===== src/rtl/vga_sync_gen.sv =====
`default_nettype none
// ============================================================================
// Module   : vga_sync_gen
// Purpose  : Raster timing generator for 640x480 @ 60 Hz VGA (25 MHz pixel
//            clock). Produces pixel column/row counters, active-low sync
//            pulses, display enable, line/frame strobes and a frame counter.
//            Every output is registered and describes the pixel at the
//            presented (CounterX, CounterY).
// Ports    :
//   clk          in   pixel clock, rising edge
//   reset_n      in   asynchronous active-low reset
//   enable       in   advance the raster when high, hold everything when low
//   CounterX     out  current pixel column, 0..H_TOTAL-1
//   CounterY     out  current line, 0..V_TOTAL-1
//   hsync        out  horizontal sync, active-low
//   vsync        out  vertical sync, active-low
//   in_display   out  pixel lies inside the visible area
//   line_start   out  high while CounterX == 0
//   frame_start  out  high while CounterX == 0 and CounterY == 0
//   frame_count  out  frames started since reset, mod 256
// Revision : 1.0 - initial release
// ============================================================================
module vga_sync_gen #(
  parameter int H_VISIBLE = 640,
  parameter int H_FRONT   = 16,
  parameter int H_SYNC    = 96,
  parameter int H_BACK    = 48,
  parameter int V_VISIBLE = 480,
  parameter int V_FRONT   = 10,
  parameter int V_SYNC    = 2,
  parameter int V_BACK    = 33
) (
  input  logic       clk,
  input  logic       reset_n,
  input  logic       enable,
  output logic [9:0] CounterX,
  output logic [9:0] CounterY,
  output logic       hsync,
  output logic       vsync,
  output logic       in_display,
  output logic       line_start,
  output logic       frame_start,
  output logic [7:0] frame_count
);

  localparam int H_TOTAL = H_VISIBLE + H_FRONT + H_SYNC + H_BACK;
  localparam int V_TOTAL = V_VISIBLE + V_FRONT + V_SYNC + V_BACK;

  localparam logic [9:0] C_H_LAST     = 10'(H_TOTAL - 1);
  localparam logic [9:0] C_V_LAST     = 10'(V_TOTAL - 1);
  localparam logic [9:0] C_H_VIS      = 10'(H_VISIBLE);
  localparam logic [9:0] C_V_VIS      = 10'(V_VISIBLE);
  localparam logic [9:0] C_HS_START   = 10'(H_VISIBLE + H_FRONT);
  localparam logic [9:0] C_HS_END     = 10'(H_VISIBLE + H_FRONT + H_SYNC);
  localparam logic [9:0] C_VS_START   = 10'(V_VISIBLE + V_FRONT);
  localparam logic [9:0] C_VS_END     = 10'(V_VISIBLE + V_FRONT + V_SYNC);

  logic       w_x_wrap;
  logic [9:0] w_x_next;
  logic [9:0] w_y_next;
  logic       w_hsync_next;
  logic       w_vsync_next;
  logic       w_de_next;
  logic       w_line_next;
  logic       w_frame_next;

  // All decodes look at the next-state counters so that the registered
  // flags line up with the counter values presented in the same cycle.
  always_comb begin
    w_x_wrap = (CounterX == C_H_LAST);
    w_x_next = w_x_wrap ? 10'd0 : CounterX + 10'd1;
    w_y_next = CounterY;
    if (w_x_wrap) begin
      w_y_next = (CounterY == C_V_LAST) ? 10'd0 : CounterY + 10'd1;
    end
    w_hsync_next = !((w_x_next >= C_HS_START) && (w_x_next < C_HS_END));
    // Y only moves when X wraps, so vsync is inherently line-aligned.
    w_vsync_next = !((w_y_next >= C_VS_START) && (w_y_next < C_VS_END));
    w_de_next    = (w_x_next < C_H_VIS) && (w_y_next < C_V_VIS);
    w_line_next  = (w_x_next == 10'd0);
    w_frame_next = (w_x_next == 10'd0) && (w_y_next == 10'd0);
  end

  // Reset parks the raster on the last pixel of a frame with frame_count at
  // 8'hFF, so the first enabled edge lands on (0,0) as frame 0.
  always_ff @(posedge clk or negedge reset_n) begin
    if (!reset_n) begin
      CounterX    <= C_H_LAST;
      CounterY    <= C_V_LAST;
      hsync       <= 1'b1;
      vsync       <= 1'b1;
      in_display  <= 1'b0;
      line_start  <= 1'b0;
      frame_start <= 1'b0;
      frame_count <= 8'hFF;
    end else if (enable) begin
      CounterX    <= w_x_next;
      CounterY    <= w_y_next;
      hsync       <= w_hsync_next;
      vsync       <= w_vsync_next;
      in_display  <= w_de_next;
      line_start  <= w_line_next;
      frame_start <= w_frame_next;
      if (w_frame_next) begin
        frame_count <= frame_count + 8'd1;
      end
    end
  end

endmodule
`default_nettype wire

===== config.mk =====
export PLATFORM = sky130hd
export DESIGN_NAME = vga_sync_gen
export DESIGN_NICKNAME = d
export VERILOG_FILES = /design/src/rtl/vga_sync_gen.sv
export SDC_FILE = /design/constraint.sdc
export NUM_CORES = 1
export LEC_CHECK = 0
export BUFFER_PORTS_ARGS = -buffer_cell sky130_fd_sc_hd__buf_2
export CAP_MARGIN = 25
export CORE_MARGIN = 3
export CORE_UTILIZATION = 55
export DETAILED_ROUTE_END_ITERATION = 7
export PLACE_DENSITY = 0.84
export SYNTH_ARGS = -nofsm -noshare
export SYNTH_HDL_FRONTEND = slang
export SYNTH_SLANG_ARGS = --single-unit

===== constraint.sdc =====
create_clock -name clk -period 4.1 [get_ports clk]
set_clock_uncertainty 0.1 [all_clocks]
set_input_delay 0.615 -clock clk [delete_from_list [all_inputs] [get_ports clk]]
set_output_delay 0.615 -clock clk [all_outputs]
set_load 0.01 [all_outputs]

==> impl_metrics.env, run 1 <==
export IMPL_status="completed"
export IMPL_finalCritPeriodShare=0.7964
export IMPL_cts_htree_levels=2
export IMPL_synth_top_flop_cell="dfstp_2"
export IMPL_sequential_cell_area_um2=850.8
export IMPL_cts_resized=0
export IMPL_grt_pass1_wl_um=8514
export IMPL_drt_antenna_net_count=0
export IMPL_worst_r2r_path_depth=8
export IMPL_worst_r2r_setup_slack_ns=0.83
export IMPL_postSynthCellCount=240
export IMPL_globalRouteOverflowTotal=0
export IMPL_synth_enable_flop_cells=0
export IMPL_clk_root_buffer_cell="clkbuf_8"
export IMPL_power_switching_share=0.2996
export IMPL_synth_cell_type_count=55
export IMPL_mappedNetlistArea_um2=2190
export IMPL_io_buffers=35
export IMPL_timing_setup_tns_ns=0
export IMPL_fill_cells=326
export IMPL_pwr_share_comb=0.208
export IMPL_synth_adder_area_share=0.02857
export IMPL_detail_route_vias_per_cell=5.972
export IMPL_synthesis_nets=248
export IMPL_first_global_vias=1765
export IMPL_pin_count_of_the_biggest_net_entering_global_routing=34
export IMPL_ys_async_sr_fraction=1.000
export IMPL_die_area_um2=4774
export IMPL_ff_to_ff_end="frame_count[1]"
export IMPL_hold_viol=0
export IMPL_setup_viol=0
export IMPL_power_frac_seq=0.440
export IMPL_synth_xor_area_share=0.08800
export IMPL_clock_insertion_delay_worst_skew_ns=0.29
export IMPL_area_taken_by_multi_input_logic_gates_um2=1217
export IMPL_grt_total_usage=0.2184
export IMPL_synth_simple_area_share=0.2520
export IMPL_wl_um=4881
export IMPL_yosys_warnings=0
export IMPL_clkPwrFrac=0.352
export IMPL_route_detailed_drc=0
export IMPL_synth_area_per_cell_um2=9.123
export IMPL_layout_area_growth_over_synthesis_pct=12.86
export IMPL_drv_cap=0
export IMPL_power_per_cell_area_nw_per_um2=415.8
export IMPL_crit_reg2reg_launch="CounterX[0]"
export IMPL_routedWlPerCell_um=15.45
export IMPL_tritoncts_clock_tree="built"
export IMPL_ctsLongestPathBuffers=2
export IMPL_synth_compound_gate_area_share=0.1606
export IMPL_cellInternalPower_mw=0.7196
export IMPL_place_worst_setup_slack_ns=0.8759
export IMPL_die_span_in_x_um=69.10
export IMPL_drt_pass1_iterations=4
export IMPL_via_count=1887
export IMPL_start_util=0.5849
export IMPL_most_frequent_standard_cell_in_the_layout_excluding_fill_and_tap_cells="buf_2"
export IMPL_layout_min_cycle_time_ns=3.265
export IMPL_worst_hold_path_type="input pin to async pin"
export IMPL_num_nets_final=275
export IMPL_main_combinational_cell_family_by_area_after_synthesis="simple AND/OR/NAND/NOR gates"
export IMPL_synth_seq_area_share=0.3886
export IMPL_critical_path_required_ns=4.22
export IMPL_die_height_um=69.10
export IMPL_p_sw_mw=0.3079
export IMPL_synthMuxAreaShare=0.02686
export IMPL_final_layout_size_suffix_gt1_frac=0.2799
export IMPL_placeableCoreArea_um2=3744
export IMPL_cts_hold_buf=0
export IMPL_post_cts_setup_buffers=0
export IMPL_clk_pin_slew_ns=0.07
export IMPL_initialDrtViolationCount=161
export IMPL_grt_antenna_before_repair=0
export IMPL_critical_path_class="flop to flop"
export IMPL_rsz0062_at_grt="no"
export IMPL_most_common_layout_cells="35 x buf_2, 20 x dfstp_2, 18 x o21ai_0, 17 x nand3_1, 16 x nand2_1"
export IMPL_start_kind="flop"
export IMPL_clock_sinks=33
export IMPL_crit_fanout=13
export IMPL_place_congestion=0.8966
export IMPL_io_pins=36
export IMPL_max_slew_worst_pin_slew_ns=0.7269
export IMPL_setup_worst_path_end_class="flop"
export IMPL_timing_max_slew_rel_slack=0.5154
export IMPL_peakVddDrop_v=0.0003792
export IMPL_fmax_mhz=306.3
export IMPL_antenna_cells=0
export IMPL_numCtsBuffers=5
export IMPL_static_leakage_nw=1.034
export IMPL_drv_slew=0
export IMPL_critical_path_at_ns=3.38
export IMPL_number_of_register_bits_inferred_by_synthesis=33
export IMPL_row_count=22
export IMPL_timing_final_ws_setup_ns=0.8348
export IMPL_dp_hpwl_um=3509
-- final cells by class --
cell class | instances | area share
Multi-Input combinational cell | 183 | 0.4927
Clock buffer | 5 | 0.02785
Sequential cell | 33 | 0.3443
Timing Repair Buffer | 35 | 0.07089
Tap cell | 48 | 0.02430
Inverter | 9 | 0.01367
Clock inverter | 3 | 0.02633
-- power groups by stage --
stage                     clock network (mW)  registers [mW]  logic (mW)
after detailed placement                   0           0.455       0.214
after global routing                   0.390           0.463       0.237
after global placement                     0           0.454       0.208
final                                  0.362           0.452       0.213
after CTS                              0.372           0.450       0.215
after floorplan                            0           0.439       0.166
-- metal layers --
layer,global-route usage,routed length (um),up-vias
met5,0,0,-
met4,0.06725,58,0
met3,0.06414,225,6
met2,0.3464,2380,44
met1,0.2872,2216,907
li1,-,-,930
-- cell usage after synthesis (2+ instances only) --
library cell | count | area share
dfrtp_1 | 13 | 0.15
nand4_1 | 9 | 0.026
ha_1 | 5 | 0.029
clkbuf_1 | 6 | 0.010
a31oi_1 | 5 | 0.014
nor2b_1 | 3 | 0.0086
nor2_1 | 15 | 0.026
xnor2_1 | 12 | 0.048
mux2_2 | 3 | 0.015
or4_1 | 2 | 0.0069
or3_1 | 2 | 0.0057
a211oi_1 | 3 | 0.010
o21a_1 | 2 | 0.0069
nand2_1 | 16 | 0.027
and3_1 | 8 | 0.023
nand2b_1 | 2 | 0.0057
nand3_1 | 17 | 0.039
inv_1 | 9 | 0.015
nor3_1 | 10 | 0.023
dfstp_2 | 20 | 0.24
nor4_1 | 2 | 0.0057
o21ai_0 | 18 | 0.041
and4_1 | 2 | 0.0080
buf_2 | 4 | 0.0091
buf_4 | 2 | 0.0069
xor2_1 | 10 | 0.040
a21oi_1 | 10 | 0.023
o31ai_1 | 3 | 0.010
-- flip-flops by register name, summed over array words and instances (netlist names) --
signal	cells
line_start	1
in_display	1
hsync	1
frame_start	1
vsync	1
CounterY	10
frame_count	8
CounterX	10
-- cells by family (layout without fill, tap and decap cells) --
group | after synthesis | in the layout
xor+xnor | 22 | 22
compound gates | 53 | 53
fa+ha+maj | 5 | 5
mux | 5 | 5
simple gates | 98 | 98
buf+inv | 24 | 52
flops | 33 | 33
-- how the worst max path moves through the flow --
stage / start / end / slack, ns
after global routing: CounterX[0] / frame_count[1] / 0.61
after CTS: CounterX[0] / frame_count[1] / 0.87
after floorplan: CounterX[0] / frame_count[1] / 1.30
final: CounterX[0] / frame_count[1] / 0.83
after detailed placement: CounterX[0] / frame_count[1] / 0.88
after global placement: CounterX[0] / frame_count[1] / 1.01
-- per-stage QoR --
stage                 util  cell area, um^2  hold slack, ns  power, mW  cells
global route        0.6601             2471          0.3190      1.090    316
CTS                 0.6601             2471          0.3045      1.037    316
detailed placement  0.6243             2337          0.3970     0.6693    308
finish              0.6601             2471          0.2829      1.027    316
global placement    0.6243             2337          0.3771     0.6621    308
floorplan                -             2190          0.2194     0.6048    240
-- critical path: stages (launching register included) --
cell,delay (ns)
dfstp_2,0.59
ha_1,0.26
and4_4,0.35
and3_1,0.41
o21ai_0,0.16
a22oi_1,0.35
nand3_1,0.32
or2_4,0.36
mux2_4,0.30
Power figures use the tool's default switching activity.
==> inputs of run 2 (changes only) <==
clock period = 3.15 ns   (was 4.1 ns; I/O delays follow)
==> run 2 against run 1 <==
Worst setup slack worse by 0.66 ns. Critical path depth stayed put. Worst hold slack worse by 0.16 ns. Register-to-register slack worse by 0.66 ns. Non-clock buffer count is 4 higher. Critical endpoint unchanged. Critical path type unchanged. First-iteration DRC count is 32% higher.
==> impl_metrics.env, run 2 (synthesis results as in run 1) <==
export IMPL_static_leakage_nw=1.031
export IMPL_antenna_cells=0
export IMPL_place_congestion=0.8694
export IMPL_start_util=0.5849
export IMPL_die_span_in_x_um=69.10
export IMPL_drv_cap=0
export IMPL_drv_slew=0
export IMPL_crit_fanout=12
export IMPL_worst_r2r_path_depth=8
export IMPL_timing_max_slew_rel_slack=0.5341
export IMPL_rsz0062_at_grt="no"
export IMPL_status="completed"
export IMPL_num_nets_final=279
export IMPL_wl_um=5070
export IMPL_tritoncts_clock_tree="built"
export IMPL_clk_pin_slew_ns=0.07
export IMPL_post_cts_setup_buffers=0
export IMPL_row_count=22
export IMPL_start_kind="flop"
export IMPL_io_buffers=35
export IMPL_numCtsBuffers=5
export IMPL_globalRouteOverflowTotal=0
export IMPL_detail_route_vias_per_cell=6.128
export IMPL_die_height_um=69.10
export IMPL_fmax_mhz=336.6
export IMPL_cts_htree_levels=2
export IMPL_grt_pass1_wl_um=8721
export IMPL_ctsLongestPathBuffers=2
export IMPL_drt_antenna_net_count=0
export IMPL_layout_min_cycle_time_ns=2.971
export IMPL_hold_viol=0
export IMPL_via_count=1961
export IMPL_timing_setup_tns_ns=0
export IMPL_first_global_vias=1810
export IMPL_cts_resized=0
export IMPL_most_common_layout_cells="35 x buf_2, 20 x dfstp_2, 18 x o21ai_0, 17 x nand3_1, 16 x nand2_1"
export IMPL_clk_root_buffer_cell="clkbuf_8"
export IMPL_fill_cells=335
export IMPL_routedWlPerCell_um=15.84
export IMPL_initialDrtViolationCount=212
export IMPL_power_per_cell_area_nw_per_um2=480.6
export IMPL_placeableCoreArea_um2=3744
export IMPL_route_detailed_drc=0
export IMPL_grt_total_usage=0.2223
export IMPL_grt_antenna_before_repair=0
export IMPL_critical_path_required_ns=3.27
export IMPL_area_taken_by_multi_input_logic_gates_um2=1217
export IMPL_peakVddDrop_v=0.0004462
export IMPL_cts_hold_buf=0
export IMPL_top_regs="CounterX: 10 flops, CounterY: 10 flops, frame_count: 8 flops"
export IMPL_setup_viol=0
export IMPL_critical_path_class="flop to flop"
export IMPL_die_area_um2=4774
export IMPL_drt_pass1_iterations=4
export IMPL_critical_path_at_ns=3.09
export IMPL_clock_insertion_delay_worst_skew_ns=0.29
export IMPL_layout_area_growth_over_synthesis_pct=11.89
export IMPL_final_layout_size_suffix_gt1_frac=0.2868
export IMPL_clock_sinks=33
export IMPL_io_pins=36
export IMPL_most_frequent_standard_cell_in_the_layout_excluding_fill_and_tap_cells="buf_2"
export IMPL_finalCritPeriodShare=0.9431
export IMPL_sequential_cell_area_um2=850.8
export IMPL_post_route_util=0.6544
export IMPL_pin_count_of_the_biggest_net_entering_global_routing=34
export IMPL_dp_hpwl_um=3604
export IMPL_setup_worst_path_end_class="flop"
export IMPL_worst_hold_path_type="input pin to async pin"
export IMPL_max_slew_worst_pin_slew_ns=0.6988
[run 2: per-layer routing]
metal | wire length (um) | up-vias | GRT usage
li1 | - | 932 | -
met5 | 0 | - | 0
met3 | 293 | 12 | 0.05394
met1 | 2290 | 947 | 0.3116
met2 | 2380 | 70 | 0.3231
met4 | 105 | 0 | 0.1020
[run 2: worst max-delay path, stage by stage (launching register included)]
cell and delay, ns:
dfstp_2 0.58, ha_1 0.26, and4_4 0.35, nand3_4 0.16, o41a_1 0.44, a2bb2oi_1 0.14, a211o_4 0.31, or2_4 0.26
mux2_4 0.29
[run 2: power breakdown]
part           total, mW  leakage, nW  switching [mW]  internal [mW]
combinational      0.279        0.603           0.147          0.132
clock              0.310       0.0450           0.157          0.153
sequential         0.588        0.383          0.0947          0.493
total               1.18         1.03           0.399          0.779
[run 2: layout make-up]
type / count / area share
Clock buffer: 6 / 0.02962
Clock inverter: 2 / 0.004086
Timing Repair Buffer: 39 / 0.08376
Inverter: 9 / 0.01379
Multi-Input combinational cell: 183 / 0.4969
Tap cell: 48 / 0.02451
Sequential cell: 33 / 0.3473
[run 2: metrics by stage]
stage | setup slack, ns | power, mW | area (um^2) | hold WS (ns) | cells
after floorplan | 0.3528 | 0.7871 | 2190 | 0.07691 | 240
after global placement | 0.2714 | 0.8645 | 2367 | 0.3851 | 312
after detailed placement | 0.2135 | 0.8719 | 2367 | 0.4061 | 312
after CTS | 0.1981 | 1.185 | 2450 | 0.1534 | 320
after global routing | 0.03610 | 1.251 | 2450 | 0.1769 | 320
final | 0.1794 | 1.177 | 2450 | 0.1243 | 320
[run 2: worst paths after layout]
kind                             endpoint  slack, ns        start
hold reg to reg                     hsync       0.40        hsync
setup reg to reg           frame_count[1]       0.18  CounterX[0]
setup / recovery           frame_count[1]       0.18  CounterX[0]
min in group clk                    hsync       0.40        hsync
max in group asynchronous      line_start       2.37      reset_n
hold / removal                CounterY[0]       0.12      reset_n
==> inputs of run 3 (changes only) <==
SETUP_SLACK_MARGIN = 0.3   (was default)
SKIP_LAST_GASP = 1   (was default)
==> run 3 against run 2 <==
Wire length up 0.81%. Sequential power hardly changed. Utilization is 1.3 points higher.
==> impl_metrics.env, run 3 (synthesis results as in run 1) <==
export IMPL_pin_count_of_the_biggest_net_entering_global_routing=34
export IMPL_most_frequent_standard_cell_in_the_layout_excluding_fill_and_tap_cells="buf_2"
export IMPL_critical_path_required_ns=3.27
export IMPL_fill_cells=332
export IMPL_first_global_vias=1838
export IMPL_clk_root_buffer_cell="clkbuf_8"
export IMPL_detail_route_vias_per_cell=6.096
export IMPL_static_leakage_nw=1.049
export IMPL_most_common_layout_cells="35 x buf_2, 20 x dfstp_2, 18 x o21ai_0, 16 x nand3_1, 16 x nand2_1"
export IMPL_setup_viol=0
export IMPL_io_buffers=35
export IMPL_status="completed"
export IMPL_grt_total_usage=0.2244
export IMPL_critical_path_at_ns=2.88
export IMPL_route_detailed_drc=0
export IMPL_worst_hold_path_type="input pin to async pin"
export IMPL_drt_antenna_net_count=0
export IMPL_start_util=0.5849
export IMPL_layout_area_growth_over_synthesis_pct=14.17
export IMPL_grt_pass1_wl_um=8811
export IMPL_globalRouteOverflowTotal=0
export IMPL_placeableCoreArea_um2=3744
export IMPL_numCtsBuffers=5
export IMPL_antenna_cells=0
export IMPL_initialDrtViolationCount=167
export IMPL_die_height_um=69.10
export IMPL_crit_reg2reg_launch="CounterX[1]"
export IMPL_routedWlPerCell_um=15.77
export IMPL_setup_worst_path_end_class="flop"
export IMPL_drt_pass1_iterations=4
export IMPL_ctsLongestPathBuffers=2
export IMPL_clk_pin_slew_ns=0.07
export IMPL_timing_critical_path_slowest_stage_cell="dfstp_2"
export IMPL_timing_setup_tns_ns=0
export IMPL_drv_slew=0
export IMPL_layout_min_cycle_time_ns=2.761
export IMPL_final_layout_size_suffix_gt1_frac=0.3116
export IMPL_timing_max_slew_rel_slack=0.5301
export IMPL_rsz0062_at_grt="yes"
export IMPL_clock_insertion_delay_worst_skew_ns=0.29
export IMPL_ff_to_ff_end="frame_count[1]"
export IMPL_critical_path_class="flop to flop"
export IMPL_wl_um=5111
export IMPL_tritoncts_clock_tree="built"
export IMPL_cts_htree_levels=2
export IMPL_holdWs_ns=0.1270
export IMPL_die_span_in_x_um=69.10
export IMPL_start_kind="flop"
export IMPL_fmax_mhz=362.2
export IMPL_drv_cap=0
export IMPL_max_slew_worst_pin_slew_ns=0.7049
export IMPL_timing_final_ws_setup_ns=0.3891
export IMPL_clock_sinks=33
export IMPL_die_area_um2=4774
export IMPL_finalCritPeriodShare=0.8765
export IMPL_hold_viol=0
export IMPL_place_congestion=0.8694
export IMPL_num_nets_final=283
export IMPL_power_per_cell_area_nw_per_um2=478.1
export IMPL_io_pins=36
export IMPL_dp_hpwl_um=3604
export IMPL_place_worst_setup_slack_ns=0.2135
export IMPL_top_regs="CounterX: 10 flops, CounterY: 10 flops, frame_count: 8 flops"
export IMPL_cp_cell_sequence="ha_4, and4_4, nand3_4, o41a_1, a2bb2oi_1, a211o_4, or2_4, mux2_4"
export IMPL_via_count=1975
export IMPL_grt_antenna_before_repair=0
export IMPL_critical_path_max_stage_delay_ns=0.59
export IMPL_worst_r2r_path_depth=8
export IMPL_peakVddDrop_v=0.0004576
export IMPL_row_count=22
export IMPL_worst_r2r_setup_slack_ns=0.39
export IMPL_crit_fanout=12
==> run 3: stage by stage <==
step / instance area, um^2 / instances / power, mW / util
3_3_place_gp: 2367 / 312 / 0.8645 / 0.6324
3_5_place_dp: 2367 / 312 / 0.8719 / 0.6324
6_report: 2500 / 324 / 1.195 / 0.6678
5_1_grt: 2500 / 324 / 1.270 / 0.6678
2_1_floorplan: 2190 / 240 / 0.7871 / -
4_1_cts: 2475 / 323 / 1.192 / 0.6611
==> run 3: per-layer routing <==
layer	routed length, um	vias to the layer above	global-route usage
met5	0	-	0
met4	142	0	0.1128
met3	302	17	0.05685
met2	2345	69	0.3220
met1	2321	950	0.3125
li1	-	939	-
==> run 3: how the worst max path moves through the flow <==
stage | from | to | slack, ns | depth (start not counted)
final | CounterX[1] | frame_count[1] | 0.39 | 8
after global routing | CounterX[0] | frame_count[1] | 0.26 | 8
after CTS | CounterX[0] | frame_count[1] | 0.33 | 8
after detailed placement | CounterX[0] | frame_count[1] | 0.21 | 8
after global placement | CounterX[0] | frame_count[1] | 0.27 | 8
after floorplan | CounterX[0] | frame_count[1] | 0.35 | 9
==> run 3: what timing repair did <==
item	in CTS	in global routing
resized for setup	1	4
gates cloned	0	0
setup endpoints to repair	3	11
pin swaps	1	0
buffers inserted	3	1
hold buffers	0	0
==> run 3: area by class of cell <==
cell class / instances / area, um^2 / share of cell area
clock inverter: 2 / 10.01 / 0.004004
inverter: 9 / 33.78 / 0.01351
multi-input combinational: 183 / 1235 / 0.4940
tap: 48 / 60.06 / 0.02402
clock buffer: 6 / 72.57 / 0.02903
sequential: 33 / 853.3 / 0.3413
timing repair buffer: 43 / 235.2 / 0.09409
==> run 3: where the power goes <==
group / leakage [nW] / switching (mW) / internal, mW
combinational: 0.625 / 0.151 / 0.143
sequential: 0.380 / 0.0963 / 0.495
clock: 0.0450 / 0.157 / 0.153
total: 1.05 / 0.404 / 0.791
==> run 3: critical path: cells and delay by family, from the launching register on <==
| family | cells | cell delay (ns) |
|---|---|---|
| AO/OA/AOI/OAI | 3 | 0.89 |
| AND/OR/NAND/NOR | 3 | 0.65 |
| flip-flops | 1 | 0.59 |
| multiplexers | 1 | 0.29 |
| adder cells (fa/ha/maj) | 1 | 0.17 |
